--- src/rtl/gsr_pur_pkg.sv ---
// +--------------------------------------------------------------------------+
// | gsr_pur_pkg : shared constants and helpers for the global reset nets.    |
// | Rev 1.0                                                                  |
// +--------------------------------------------------------------------------+
`default_nettype none

package gsr_pur_pkg;

  localparam string MODE_ENABLED  = "ENABLED";
  localparam string MODE_DISABLED = "DISABLED";

  // Reset nets are active-low.
  localparam logic RUN  = 1'b1;
  localparam logic HOLD = 1'b0;

  localparam int GSR_CNT_W = 8;

  function automatic int clog2(input int value);
    int r;
    r = 0;
    for (int i = 0; i < 31; i++) begin
      if ((1 << i) < value) r = i + 1;
    end
    return r;
  endfunction

endpackage

`default_nettype wire

--- src/rtl/gsr_sync.sv ---
// +--------------------------------------------------------------------------+
// | gsr_sync : multi-flop synchroniser with synchronous reset to RESET_VAL.  |
// | Rev 1.0                                                                  |
// +--------------------------------------------------------------------------+
`default_nettype none

module gsr_sync #(
  parameter int STAGES    = 2,
  parameter bit RESET_VAL = 1'b0
) (
  input  logic clk_i,
  input  logic rst_i,
  input  logic d_i,
  output logic q_o
);

  logic              stage0_q;
  logic [STAGES-2:0] tail_q;
  logic              stage0_clean;

  // Unknown values captured by the first flop are resolved here so they stay there.
  assign stage0_clean = (stage0_q === 1'b1);

  always_ff @(posedge clk_i) begin
    if (rst_i) begin
      stage0_q <= RESET_VAL;
      tail_q   <= {(STAGES-1){RESET_VAL}};
    end else begin
      stage0_q <= d_i;
      tail_q   <= (tail_q << 1) | (STAGES-1)'(stage0_clean);
    end
  end

  assign q_o = tail_q[STAGES-2];

endmodule

`default_nettype wire

--- src/rtl/gsr_pur_assign.sv ---
// +--------------------------------------------------------------------------+
// | gsr_pur_assign : generates the chip-level GSR/PUR active-low reset nets. |
// | Rev 1.0                                                                  |
// +--------------------------------------------------------------------------+
`default_nettype none

module gsr_pur_assign
  import gsr_pur_pkg::*;
#(
  parameter int    PUR_CYCLES     = 16,
  parameter int    GSR_MIN_CYCLES = 4,
  parameter int    SYNC_STAGES    = 2,
  parameter string GSR_MODE       = "ENABLED"
) (
  output logic GSR_sig,
  output logic PUR_sig,
  input  logic CLK,
  input  logic RSTB,
  input  logic GSR_N,
  output logic SR
);

  localparam int                   PUR_W    = clog2(PUR_CYCLES + 1);
  localparam logic [PUR_W-1:0]     PUR_MAX  = PUR_W'(PUR_CYCLES);
  localparam logic [GSR_CNT_W-1:0] GSR_LOAD = GSR_CNT_W'(GSR_MIN_CYCLES);
  localparam bit                   GSR_EN   = (GSR_MODE != MODE_DISABLED);

  logic [PUR_W-1:0]     pur_cnt_q, pur_cnt_d;
  logic                 pur_q, pur_d;
  logic [GSR_CNT_W-1:0] gsr_cnt_q, gsr_cnt_d;
  logic                 gsr_q, gsr_d;
  logic                 req;

  // ---------------- power-up sequencer (saturating, never wraps) ----------
  always_comb begin
    pur_cnt_d = pur_cnt_q;
    if (pur_cnt_q != PUR_MAX) pur_cnt_d = pur_cnt_q + PUR_W'(1);
    pur_d = (pur_cnt_d == PUR_MAX) ? RUN : HOLD;
  end

  always_ff @(posedge CLK) begin
    if (RSTB) begin
      pur_cnt_q <= '0;
      pur_q     <= HOLD;
    end else begin
      pur_cnt_q <= pur_cnt_d;
      pur_q     <= pur_d;
    end
  end

  // ---------------- GSR request path -------------------------------------
  generate
    if (GSR_EN) begin : g_sync_en
      logic sync_last;

      gsr_sync #(
        .STAGES    (SYNC_STAGES),
        .RESET_VAL (1'b0)
      ) u_gsr_sync (
        .clk_i (CLK),
        .rst_i (RSTB),
        .d_i   (GSR_N),
        .q_o   (sync_last)
      );

      assign req = ~sync_last;
    end else begin : g_sync_dis
      assign req = 1'b0;
    end
  endgenerate

  // Any request reloads the stretch, so re-assertion never opens a gap.
  always_comb begin
    gsr_cnt_d = gsr_cnt_q;
    if (req) begin
      gsr_cnt_d = GSR_LOAD;
    end else if (gsr_cnt_q != '0) begin
      gsr_cnt_d = gsr_cnt_q - GSR_CNT_W'(1);
    end
    gsr_d = (req || (gsr_cnt_q != '0)) ? HOLD : RUN;
  end

  always_ff @(posedge CLK) begin
    if (RSTB) begin
      gsr_cnt_q <= '0;
      gsr_q     <= HOLD;
    end else begin
      gsr_cnt_q <= gsr_cnt_d;
      gsr_q     <= gsr_d;
    end
  end

  assign GSR_sig = gsr_q;
  assign PUR_sig = pur_q;
  assign SR      = ~(gsr_q & pur_q);

endmodule

`default_nettype wire

--- config.mk ---
export PLATFORM = sky130hd
export DESIGN_NAME = gsr_pur_assign
export DESIGN_NICKNAME = d
export VERILOG_FILES = /design/src/rtl/gsr_pur_pkg.sv /design/src/rtl/gsr_sync.sv /design/src/rtl/gsr_pur_assign.sv
export SDC_FILE = /design/constraint.sdc
export NUM_CORES = 1
export LEC_CHECK = 0
export BUFFER_PORTS_ARGS = -buffer_cell sky130_fd_sc_hd__buf_4
export CORE_ASPECT_RATIO = 1.25
export CORE_MARGIN = 2
export CORE_UTILIZATION = 40
export CTS_BUF_LIST = sky130_fd_sc_hd__clkbuf_8
export CTS_CLUSTER_SIZE = 8
export DETAILED_ROUTE_END_ITERATION = 16
export SLEW_MARGIN = 40
export SYNTH_ARGS = -nofsm -noshare
export SYNTH_HDL_FRONTEND = slang
export SYNTH_HIERARCHICAL = 1
export SYNTH_SLANG_ARGS = --single-unit
--- constraint.sdc ---
create_clock -name CLK -period 2.1 [get_ports CLK]
set_input_delay 0.21 -clock CLK [delete_from_list [all_inputs] [get_ports CLK]]
set_output_delay 0.21 -clock CLK [all_outputs]
set_load 0.005 [all_outputs]
==> metrics.md <==
| Metric | Value |
|---|---|
| Worst-path maximum fanout | 4 |
| Die H | ~54 um |
| CTS clock-pin slew for the worst setup and hold paths | 0.07 ns |
| Drt first pass iters | 4 |
| CTS Hold Buffers Added | 0 |
| CTS tree | done |
| Initial antenna violation count | 0 |
| Vias | 610 |
| Hold Path End | g_sync_en.u_gsr_sync/stage0_q |
| Avg WL per Cell | about 12 um |
| Crit path capture type | flop |
| Category of the most critical setup path | reg -> reg |
| Synth Area in Adders | approximately 6.3% |
| PortBufs | 5 |
| Fillers | 175 |
| Worst path required time | between 2 and 2.5 ns |
| Mapped cell area | between 700 and 800 sq um |
| Final slew viol count | 0 |
| Post-synthesis mux area share | approximately 1.3% |
| Post-route antenna net violation count | 0 |
| Standard-cell row count | 17 |
| Dominant cells by area after synthesis | dfxtp_1 (43%), ha_1 (6.3%), nor2b_1 (4.0%) |
| Clock Sinks | 17 |
| Tcrit/Tclk final | 76.36% |
| Area added between synthesis and finish | 13.00% |
| Largest family of logic cells by synthesized area | simple AND/OR/NAND/NOR gates |
| Slowest CP cell | or4_1 |
| CTS root buf | clkbuf_8 |
| Clk buf depth | 2 |
| Maximum vdd drop | around 0.48 mV |
| Yosys reg bits | 17 |
| Post-Syn Nets | between 90 and 100 |
| CORE AREA | approximately 1800 sq um |
| Syn. warnings | 6 |
| Clock Skew | between 0.0007 and 0.0008 ns |
| RSZ-0062 raised after global routing | no |
| Routability cong. | 0.7510 |
| Overflow after GRT | 0 |
| Initial DRC count | 6 |
| Number of setup buffers added after CTS | 0 |
| Final WL | about 1300 um |
| Vias in the first global route | 556 |
| WHS | between 0.15 and 0.2 ns |
| Antenna cells | 0 |
| Top cell type's share of synthesized area | 43.11% |
| Layout cells sized above 1 | around an eighth |
| Overall routing resource usage | 13.28% |
| Hold Vio Cnt, Final | 0 |
| Status | complete, no violations |
| Total power | between 0.6 and 0.7 mW |
| DRC | 0 |
| Reg2Reg Setup Slack | between 0.4 and 0.5 ns |
| Lkg Pwr | 0.3577 nW |
| Slew margin rel. | roughly 68% |
| Reg-to-Reg End | gsr_cnt_q[5] |
| Area of the multi-input gates | between 400 and 500 sq um |
| Cell Chain, Critical Path | inv_1 -> ha_1 -> nor4b_1 -> buf_4 -> or4_1 -> a21oi_1 |
| Ports | 6 |
| Clock latency on the worst-skew pair | roughly 0.25 ns |
| Worst-Margin Slew | approximately 0.47 ns |
| Vias/cell | 5.446 |
| Critical path launch point type | flop |
| Maxcap violations | 0 |
| Syn Area/Cell | slightly above 9 sq um |
| H-tree depth | 1 |
| Yosys top cell by area | dfxtp_1 |
| Synth cell types | 31 |
| Post-route minimum period | approximately 1.6 ns |
| Power Dens Cells | just over 700 nW/um^2 |
| Worst R2R Path Depth | 6 |
| Synth Area in Compound Gates | around 15% |
| First-pass GRT wire length | ~2300 um |
| Critical path arrival | between 1.5 and 2 ns |
| Die X | 43.74 um |
| Number of setup violations in the final report | 0 |
| R2r startpoint | gsr_cnt_q[0] |
| Post-Synthesis Cells | 86 |
| Reg area | between 300 and 400 sq um |
| Initial cell density of the core | around 44% |
| Worst Hold Class | in -> reg |
| Final HPWL DP | between 900 and 1000 um |
| WHS Path Cells | 2 |
| Final TNS setup | 0 ns |
| Fmax | approximately 620 MHz |
| Xor/xnor share of the synthesized area | under 10% |
| Critical path startpoint | gsr_cnt_q[0] |
| # nets final | slightly above 100 |
| CP peak stage delay | roughly 0.49 ns |
| Die Footprint | 2347 sq um |
| TritonCTS Buffers | 3 |
| Hold Crit Start | GSR_N |
| Simple-gate area share of the yosys netlist | ~27% |
| Register area share after synthesis | a little over two fifths |
| CTS resizes | 0 |
| Pin count of the biggest net entering global routing | 12 |
-- layout by cell type (no fill, tap or decap) --
| master | synthesis | layout |
|---|---|---|
| nand3_1 | 2 | 2 |
| clkbuf_8 | 0 | 3 |
| nand2_1 | 1 | 1 |
| xor2_1 | 3 | 3 |
| or3_1 | 4 | 4 |
| o41ai_1 | 1 | 1 |
| a211oi_1 | 1 | 1 |
| o21ai_0 | 5 | 5 |
| clkinv_2 | 0 | 1 |
| a31oi_1 | 1 | 1 |
| or2_2 | 1 | 1 |
| mux2i_1 | 1 | 1 |
| nor3_1 | 6 | 6 |
| nor2b_1 | 5 | 5 |
| buf_4 | 0 | 6 |
| and3_1 | 1 | 1 |
| nand3b_1 | 2 | 2 |
| a2111oi_0 | 1 | 1 |
| dfxtp_1 | 17 | 17 |
| or4b_1 | 1 | 1 |
| ha_1 | 4 | 4 |
| a21oi_1 | 6 | 6 |
| o21a_1 | 1 | 1 |
| nor2_1 | 3 | 3 |
| inv_1 | 4 | 4 |
| or4_1 | 2 | 2 |
| nor3b_1 | 1 | 1 |
| nand2b_1 | 4 | 4 |
| o311a_2 | 1 | 1 |
| o311ai_0 | 1 | 1 |
| a21o_1 | 1 | 1 |
| nor4b_1 | 2 | 2 |
-- area by class of cell --
cell class,instances,share of cell area (%)
Clock inverter,1,0.5610
Tap cell,19,2.665
Sequential cell,17,38.15
Inverter,4,1.683
Multi-Input combinational cell,62,47.27
Clock buffer,3,4.628
Timing Repair Buffer,6,5.049
-- critical path: cells and delay by family (launching register included) --
| kind | cells | cell delay, ns |
|---|---|---|
| buffers and inverters | 2 | 0.22 |
| adder cells (fa/ha/maj) | 1 | 0.20 |
| AO/OA/AOI/OAI | 1 | 0.13 |
| AND/OR/NAND/NOR | 2 | 0.65 |
| flip-flops | 1 | 0.34 |
-- cell usage after synthesis --
master / n
or4b_1: 1
or3_1: 4
or4_1: 2
buf_2: 1
nand2_1: 1
xor2_1: 3
and3_1: 1
a21oi_1: 6
o311ai_0: 1
nor4b_1: 2
o311a_2: 1
o41ai_1: 1
nand3_1: 2
nand3b_1: 2
clkbuf_1: 2
a31oi_1: 1
ha_1: 4
or2_2: 1
mux2i_1: 1
nor3b_1: 1
nand2b_1: 4
nor3_1: 6
nor2b_1: 5
a211oi_1: 1
a2111oi_0: 1
a21o_1: 1
dfxtp_1: 17
inv_1: 4
o21a_1: 1
nor2_1: 3
o21ai_0: 5
-- power by group --
group / total (mW) / internal [mW] / switching (mW) / leakage [nW]
combinational: 0.0629 / 0.0313 / 0.0317 / 0.194
sequential: 0.344 / 0.333 / 0.0112 / 0.139
clock: 0.241 / 0.131 / 0.110 / 0.0255
-- flip-flops by register name, indices dropped and copies added, names as in the netlist --
name                           cells
gsr_cnt_q                          8
pur_cnt_q                          5
GSR_sig                            1
PUR_sig                            1
g_sync_en.u_gsr_sync/q_o           1
g_sync_en.u_gsr_sync/stage0_q      1
-- kinds of logic after synthesis --
group	after synthesis
compound gates	19
xor+xnor	3
fa+ha+maj	4
buf+inv	7
flops	17
mux	1
simple gates	35
-- through the flow --
step	worst slack (ns)	instances	area (sq um)	utilization (%)
4_1_cts	0.4794	112	892.1	49.34
2_1_floorplan	0.5831	86	789.5	-
3_5_place_dp	0.4950	108	845.8	46.78
3_3_place_gp	0.4975	108	845.8	46.78
5_1_grt	0.2983	112	892.1	49.34
6_report	0.4965	112	892.1	49.34
-- how the worst max path moves through the flow --
stage | to | slack (ns)
4_1_cts | gsr_cnt_q[5] | 0.48
2_1_floorplan | gsr_cnt_q[1] | 0.58
3_5_place_dp | gsr_cnt_q[1] | 0.49
3_3_place_gp | gsr_cnt_q[1] | 0.50
6_report | gsr_cnt_q[5] | 0.50
5_1_grt | gsr_cnt_q[6] | 0.30
-- metal layers --
| metal | vias to the layer above | GRT usage, % | part of all wire [%] | wire length, um |
|---|---|---|---|---|
| met5 | - | 0 | 0 | 0 |
| met4 | 0 | 6.061 | 0 | 0 |
| met3 | 0 | 3.020 | 2.5 | 32 |
| met2 | 6 | 21.57 | 44 | 567 |
| met1 | 274 | 16.63 | 54 | 702 |
| li1 | 330 | - | - | - |
Power figures use the tool's default switching activity.
